`src/rtl/wb_crossbar_arbiter.sv`:
```
// rtl/wb_crossbar_arbiter.sv - per-slave round-robin grant arbiter for the Wishbone crossbar
// Optional feature: define WB_ARBITER_TIMEOUT_EN to revoke grants after TIMEOUT cycles without ack.
module wb_crossbar_arbiter #(
  parameter int NM      = 2,
  parameter int NS      = 2,
  parameter int TIMEOUT = 255
) (
  input  logic                   i_clk,
  input  logic                   i_rst,
  input  logic [NM-1:0][NS-1:0]  i_request,
  input  logic [NS-1:0]          i_s_ack,
  output logic [NM-1:0][NS-1:0]  o_granted,
  output logic [NS-1:0]          o_s_allocated,
  output logic [NS-1:0]          o_timeout
);

  localparam int PW = (NM > 1) ? $clog2(NM) : 1;

  typedef enum logic {ST_IDLE, ST_GRANTED} state_t;

  state_t        state   [NS];
  logic [PW-1:0] ptr     [NS];
  logic [PW-1:0] owner   [NS];
  logic [PW-1:0] sel     [NS];
  logic [PW-1:0] ptr_nxt [NS];
  logic          found   [NS];
  logic          hold    [NS];
  logic          busy    [NS];

`ifdef WB_ARBITER_TIMEOUT_EN
  localparam int CW = $clog2(TIMEOUT + 1);
  localparam logic [CW-1:0] TMAX = CW'(TIMEOUT);
  logic [CW-1:0] cnt [NS];
`else
  logic unused_cfg;
  assign unused_cfg = ^{i_s_ack, (TIMEOUT > 0)};
`endif

  // Round-robin search per slave starting at its pointer, plus owner-hold and column-busy terms
  always_comb begin
    logic          f;
    logic          b;
    logic [PW-1:0] sl;
    logic [PW-1:0] idx;
    for (int s = 0; s < NS; s++) begin
      f  = 1'b0;
      b  = 1'b0;
      sl = '0;
      for (int k = 0; k < NM; k++) begin
        idx = PW'((int'(ptr[s]) + k) % NM);
        if (!f && i_request[idx][s]) begin
          f  = 1'b1;
          sl = idx;
        end
      end
      for (int m = 0; m < NM; m++) begin
        b = b | o_granted[m][s];
      end
      found[s]   = f;
      sel[s]     = sl;
      busy[s]    = b;
      ptr_nxt[s] = PW'((int'(sl) + 1) % NM);
      hold[s]    = i_request[owner[s]][s];
    end
  end

  // Per-slave grant FSM; grant matrix, allocation and timeout pulses are all registered here
  always_ff @(posedge i_clk or posedge i_rst) begin
    if (i_rst) begin
      o_granted     <= '0;
      o_s_allocated <= '0;
      o_timeout     <= '0;
      for (int s = 0; s < NS; s++) begin
        state[s] <= ST_IDLE;
        ptr[s]   <= '0;
        owner[s] <= '0;
`ifdef WB_ARBITER_TIMEOUT_EN
        cnt[s]   <= '0;
`endif
      end
    end else begin
      o_timeout <= '0;
      for (int s = 0; s < NS; s++) begin
        o_s_allocated[s] <= busy[s];
        case (state[s])
          ST_IDLE: begin
`ifdef WB_ARBITER_TIMEOUT_EN
            cnt[s] <= '0;
`endif
            if (found[s]) begin
              o_granted[sel[s]][s] <= 1'b1;
              owner[s]             <= sel[s];
              ptr[s]               <= ptr_nxt[s];
              state[s]             <= ST_GRANTED;
            end
          end
          ST_GRANTED: begin
`ifdef WB_ARBITER_TIMEOUT_EN
            if (cnt[s] == TMAX) begin
              o_granted[owner[s]][s] <= 1'b0;
              o_timeout[s]           <= 1'b1;
              state[s]               <= ST_IDLE;
            end else if (!hold[s]) begin
              o_granted[owner[s]][s] <= 1'b0;
              state[s]               <= ST_IDLE;
            end else if (i_s_ack[s]) begin
              cnt[s] <= '0;
            end else begin
              cnt[s] <= cnt[s] + 1'b1;
            end
`else
            if (!hold[s]) begin
              o_granted[owner[s]][s] <= 1'b0;
              state[s]               <= ST_IDLE;
            end
`endif
          end
          default: state[s] <= ST_IDLE;
        endcase
      end
    end
  end

endmodule
```
`config.mk`:
```
export PLATFORM = sky130hd
export DESIGN_NAME = wb_crossbar_arbiter
export DESIGN_NICKNAME = d
export VERILOG_FILES = /design/src/rtl/wb_crossbar_arbiter.sv
export SDC_FILE = /design/constraint.sdc
export NUM_CORES = 1
export LEC_CHECK = 0
export BUFFER_PORTS_ARGS = -buffer_cell sky130_fd_sc_hd__buf_4
export CAP_MARGIN = 5
export CORE_AREA = 2 2 39 41
export DETAILED_ROUTE_END_ITERATION = 12
export DIE_AREA = 0 0 41 43
export HOLD_SLACK_MARGIN = 0.02
export PLACE_DENSITY = 0.65
export SETUP_SLACK_MARGIN = 0.1
export SYNTH_ARGS = -nofsm -noshare
export SYNTH_HDL_FRONTEND = slang
export SYNTH_SLANG_ARGS = --single-unit
```
`constraint.sdc`:
```
create_clock -name i_clk -period 1.7 [get_ports i_clk]
set_input_delay 0.085 -clock i_clk [delete_from_list [all_inputs] [get_ports i_clk]]
set_output_delay 0.085 -clock i_clk [all_outputs]
set_load 0.03 [all_outputs]
```
# ---- Yosys cells after proc, flatten, opt, wreduce, memory -nomap -nowiden
# Cells that the tools add are included.
# W data, S select, Z words.
dict set report totals {
  regBits 12
  in_bits 8
  out_inout_bits 8
  wordCells 85
}
dict set report classes {
  add_sub_neg 4
  magnitude_cmp 12
  mux 40
  bitwise_logic 10
  reduce_logical 10
}
# cell n
set op_table {}
lappend op_table {{$mux W1} 20}
lappend op_table {{$lt A1 B2 Y1 const B} 8}
lappend op_table {{$mux W2} 8}
lappend op_table {{$mux W4} 4}
lappend op_table {{$pmux W4 S2} 2}
lappend op_table {{$and A4 B4 Y4} 2}
lappend op_table {{$demux W2 S1} 4}
lappend op_table {{$not A4 Y4} 2}
lappend op_table {{$or A4 B4 Y4} 2}
lappend op_table {{$logic_and A1 B1 Y1} 6}
lappend op_table {{$add A1 B1 Y1 const B} 4}
lappend op_table {{$ge A1 B1 Y1 const B} 4}
lappend op_table {{$pmux W1 S2} 2}
lappend op_table {{$reduce_and A2 Y1} 2}
lappend op_table {{$logic_not A1 Y1} 2}
lappend op_table {{$not A1 Y1} 2}
lappend op_table {{$or A1 B1 Y1} 2}

# ---- Longest topological paths before layout
dict set report logic_depth {
  ltp_word 16
  ltp_mapped 3
  mapped_depth_nobuf 3
}

# ---- Worst setup path after synthesis
# Ideal clock, no wire load.
dict set report synth_path {
  kind {reg-to-reg}
  start {reg o_granted[0] (netlist name)}
  end {reg o_s_allocated[0]}
  setup_ns 0.127
  t_arrival_ns 0.803
  path_slack_ns 0.770
  stages_incl_launch_ff 2
  path_buffers 0
  synth_period_minus_slack_ns 0.930
  path_cell_list {dfrtp_1 > or2_2}
}
# item line_no
set synth_rtl {}
lappend synth_rtl {{start: declaration} 12} ;# output logic [NM-1:0][NS-1:0] o_granted,
lappend synth_rtl {{start signal: assignment} 70} ;# o_granted <= '0;
lappend synth_rtl {{start signal: indexed assignment} 91} ;# o_granted[sel[s]][s] <= 1'b1;
lappend synth_rtl {{start signal: indexed assignment} 113} ;# o_granted[owner[s]][s] <= 1'b0;
lappend synth_rtl {{end signal: indexed assignment} 84} ;# o_s_allocated[s] <= busy[s];
lappend synth_rtl {{end: declaration} 13} ;# output logic [NS-1:0] o_s_allocated,

# ---- Final worst setup path
dict set report layout_path {
  start {reg o_granted[1] (netlist name)}
  end {out o_granted[1] (netlist name)}
}
# No word-level cell between the ends.

==> impl_metrics.prom <==
# TYPE chip_impl_metric gauge
chip_impl_metric{name="setup_ws",unit="ns"} 0.760
chip_impl_info{name="critical_path.top_delay_family",value="flip-flops"} 1
chip_impl_info{name="synth_area_leader_cell",value="dfrtp_1"} 1
chip_impl_metric{name="grt_overflow",unit=""} 0
chip_impl_metric{name="drt.antenna.violating_nets",unit=""} 0
chip_impl_metric{name="power_leakage",unit="nW"} 0.304
chip_impl_metric{name="cts_buffers",unit=""} 3
chip_impl_metric{name="cts.htree.levels",unit=""} 1
chip_impl_metric{name="grt_pass1_vias",unit=""} 361
chip_impl_metric{name="wire_length_of_the_first_global_routing_pass",unit="µm"} 1420
chip_impl_metric{name="drive_gt1_frac",unit=""} 0.250
chip_impl_metric{name="preCtsSetupSlack",unit="ns"} 0.827
chip_impl_metric{name="drt_first_iter_violations",unit=""} 8
chip_impl_metric{name="hold_depth",unit=""} 2
chip_impl_info{name="worstSetupEndpointType",value="output port"} 1
chip_impl_metric{name="slew_violations",unit=""} 0
chip_impl_metric{name="num-nets-final",unit=""} 78
chip_impl_info{name="netlist_top_cells_area",value="dfrtp_1 (59%), o21ai_0 (8.8%), a21oi_1 (6.9%)"} 1
chip_impl_metric{name="place_inst",unit=""} 79
chip_impl_metric{name="worst-r2r-setup-slack",unit="ns"} 0.81
chip_impl_info{name="hp-class",value="in -> reg"} 1
chip_impl_metric{name="cts.clk_slew.worst_paths",unit="ns"} 0.07
chip_impl_info{name="path_class",value="reg -> out"} 1
chip_impl_metric{name="cap_viol_max_count",unit=""} 0
chip_impl_metric{name="die_extent_in_x",unit="µm"} 41
chip_impl_metric{name="finalWirelength",unit="µm"} 885
chip_impl_metric{name="synthArstFlopShare",unit=""} 1.00
chip_impl_metric{name="synth-seq-area-share",unit=""} 0.588
chip_impl_metric{name="critical_path.max_fanout",unit=""} 4
chip_impl_metric{name="fp-row-count",unit=""} 14
chip_impl_info{name="worstPathCellList",value="buf_4"} 1
chip_impl_metric{name="vias_per_cell",unit=""} 4.83
chip_impl_info{name="rsz0062_at_grt",value="no"} 1
chip_impl_metric{name="floorplan.die_area",unit="mm²"} 0.00176
chip_impl_metric{name="timing.fmax",unit="MHz"} 1060
chip_impl_metric{name="clock_skew",unit="ns"} 0.000334
chip_impl_metric{name="timing.critical_path.slowest_cell_delay",unit="ns"} 0.41
chip_impl_metric{name="cts_buffer_depth",unit=""} 2
chip_impl_metric{name="grt_start_max_net_pins",unit=""} 13
chip_impl_metric{name="mappedNetlistArea",unit="µm²"} 510
chip_impl_metric{name="clock_insertion_delay_worst_skew",unit="ns"} 0.26
chip_impl_metric{name="layout_min_cycle_time",unit="ns"} 0.940
chip_impl_metric{name="routed_wire_length_per_instance",unit="µm"} 10.5
chip_impl_metric{name="yosys_register_bits",unit=""} 12
chip_impl_metric{name="postSynthAreaPerCell",unit="µm²"} 9.63
chip_impl_metric{name="io_pins",unit=""} 16
chip_impl_metric{name="floorplan.initialDensity",unit=""} 0.369
chip_impl_info{name="post-synth-top-count-cell",value="dfrtp_1"} 1
chip_impl_info{name="run_status",value="completed"} 1
chip_impl_metric{name="detail_route.drc_violations",unit=""} 0
chip_impl_metric{name="peakVddDrop",unit="mV"} 0.512
chip_impl_metric{name="distinct_cells_synth",unit=""} 15
chip_impl_metric{name="power_density",unit="mW/mm²"} 1750
chip_impl_metric{name="layoutNonFillerInstCount",unit=""} 84
chip_impl_info{name="worst_setup_path_start_kind",value="flip-flop"} 1
chip_impl_info{name="worst_path_max_delay_cell",value="dfrtp_1"} 1
chip_impl_info{name="ys.flop_type",value="dfrtp_1"} 1
chip_impl_info{name="clock-root-buffer",value="clkbuf_4"} 1
chip_impl_metric{name="drtPass1Iterations",unit=""} 4
chip_impl_metric{name="synth_warnings",unit=""} 0
chip_impl_info{name="worstReg2RegStart",value="owner[0]$_DFFE_PP0P_"} 1
chip_impl_metric{name="timing.critical_path.buf_inv",unit=""} 1
chip_impl_metric{name="nFillCells",unit=""} 131
chip_impl_metric{name="required",unit="ns"} 1.62
chip_impl_metric{name="clock_sink_count",unit=""} 12
chip_impl_metric{name="finalCritPeriodShare",unit=""} 0.553
chip_impl_metric{name="depth_of_the_worst_register_to_register_path",unit=""} 3
chip_impl_metric{name="hold_viol",unit=""} 0
chip_impl_metric{name="core_area",unit="mm²"} 0.00138
chip_impl_metric{name="setup_total_negative_slack",unit="ns"} 0
chip_impl_metric{name="syn2layout_area_growth",unit="%"} 26.2
chip_impl_metric{name="die_height",unit="µm"} 43
chip_impl_metric{name="globalplace.congestion",unit=""} 0.792
chip_impl_metric{name="dp_hpwl",unit="µm"} 623
chip_impl_info{name="post_synth_most_frequent_cells",value="dfrtp_1 (12), o21ai_0 (9), a21oi_1 (7)"} 1
chip_impl_info{name="critical_path.reg2reg.endpoint",value="state[0]$_DFF_PP0_"} 1
chip_impl_metric{name="number_of_antenna_violations_at_the_first_check_in_global_routing",unit=""} 0
chip_impl_metric{name="groute.usage.overall",unit=""} 0.126
chip_impl_metric{name="diodes",unit=""} 0
chip_impl_metric{name="syn-instance-count",unit=""} 53
chip_impl_metric{name="dr_total_vias",unit=""} 406
chip_impl_info{name="worstHoldEndpoint",value="ptr[0]$_DFFE_PP0P_"} 1
chip_impl_metric{name="timing.critical_path.arrival",unit="ns"} 0.86
chip_impl_metric{name="io_buffer_count",unit=""} 11
chip_impl_metric{name="synth_top_cell_area_share",unit=""} 0.588
chip_impl_metric{name="cts_resized",unit=""} 0
chip_impl_info{name="min_from",value="i_request[3]"} 1
chip_impl_metric{name="synth_enable_flop_cells",unit=""} 0
chip_impl_metric{name="finalSetupViolations",unit=""} 0
chip_impl_info{name="clock_tree_from_tritoncts",value="done"} 1
-- cell type report --
class                           instances  area, µm²  share of cell area
Multi-Input combinational cell         34        176               0.274
Timing Repair Buffer                   13        103               0.159
Clock buffer                            3       22.5              0.0350
Sequential cell                        12        300               0.466
Tap cell                               16       20.0              0.0311
Inverter                                6       22.5              0.0350
-- how the worst max path moves through the flow --
stage,startpoint,to,slack (ns),cells after the start
finish,o_granted[1]$_DFFE_PP0P_,o_granted[1],0.76,1
global route,i_request[1],o_granted[3]$_DFFE_PP0P_,0.70,4
CTS,o_granted[1]$_DFFE_PP0P_,o_granted[1],0.75,1
detailed placement,owner[0]$_DFFE_PP0P_,state[0]$_DFF_PP0_,0.83,3
global placement,owner[0]$_DFFE_PP0P_,state[0]$_DFF_PP0_,0.84,3
floorplan,o_granted[0]$_DFFE_PP0P_,o_s_allocated[0]$_DFF_PP0_,0.77,1
-- cells by family after synthesis --
kind of cell	after synthesis	synth area share
AO/OA/AOI/OAI	21	0.221
AND/OR/NAND/NOR	11	0.110
other	1	0.00735
flip-flops	12	0.588
buffers and inverters	8	0.0735
-- placed cells by master (no fill, tap or decap), drive strengths merged --
master / count
dfrtp: 12
nand2b: 3
a22oi: 1
nor2b: 1
o31ai: 1
a21oi: 7
conb: 2
or2: 2
a31oi: 2
clkbuf: 3
o21ai: 10
nand2: 5
dlygate4sd3: 2
inv: 6
buf: 11
-- report_power, final --
| group | switching [mW] | leakage (nW) | internal [mW] |
|---|---|---|---|
| combinational | 0.259 | 0.156 | 0.181 |
| clock | 0.0864 | 0.0138 | 0.0818 |
| sequential | 0.107 | 0.134 | 0.412 |
| total | 0.452 | 0.304 | 0.675 |
-- state kept, by name, indices dropped and copies added (netlist names) --
signal         cells
o_s_allocated      2
ptr                2
state              2
owner              2
o_granted          4
-- per-stage QoR --
| step | power (mW) | cell area, µm² | utilization | hold slack [ns] |
|---|---|---|---|---|
| floorplan | 0.802 | 514 | - | -0.0503 |
| global placement | 0.954 | 602 | 0.435 | 0.119 |
| detailed placement | 0.963 | 602 | 0.435 | 0.117 |
| CTS | 1.14 | 644 | 0.466 | 0.0465 |
| global route | 1.22 | 644 | 0.466 | 0.0536 |
| finish | 1.13 | 644 | 0.466 | 0.0527 |
-- per-layer routing --
layer | share of wire | routed length, µm | up-vias | track usage
met5 | 0 | 0 | - | 0
met2 | 0.45 | 394 | 12 | 0.156
met1 | 0.49 | 430 | 184 | 0.166
met4 | 0.023 | 20 | 0 | 0.140
li1 | - | - | 208 | -
met3 | 0.045 | 40 | 2 | 0.0157
-- timing repair --
item	4_1_cts	5_1_grt
setup buffers	0	0
hold buffers	2	0
endpoints found under the hold margin	13	0
Note: power is estimated with default switching activity, not from simulation.
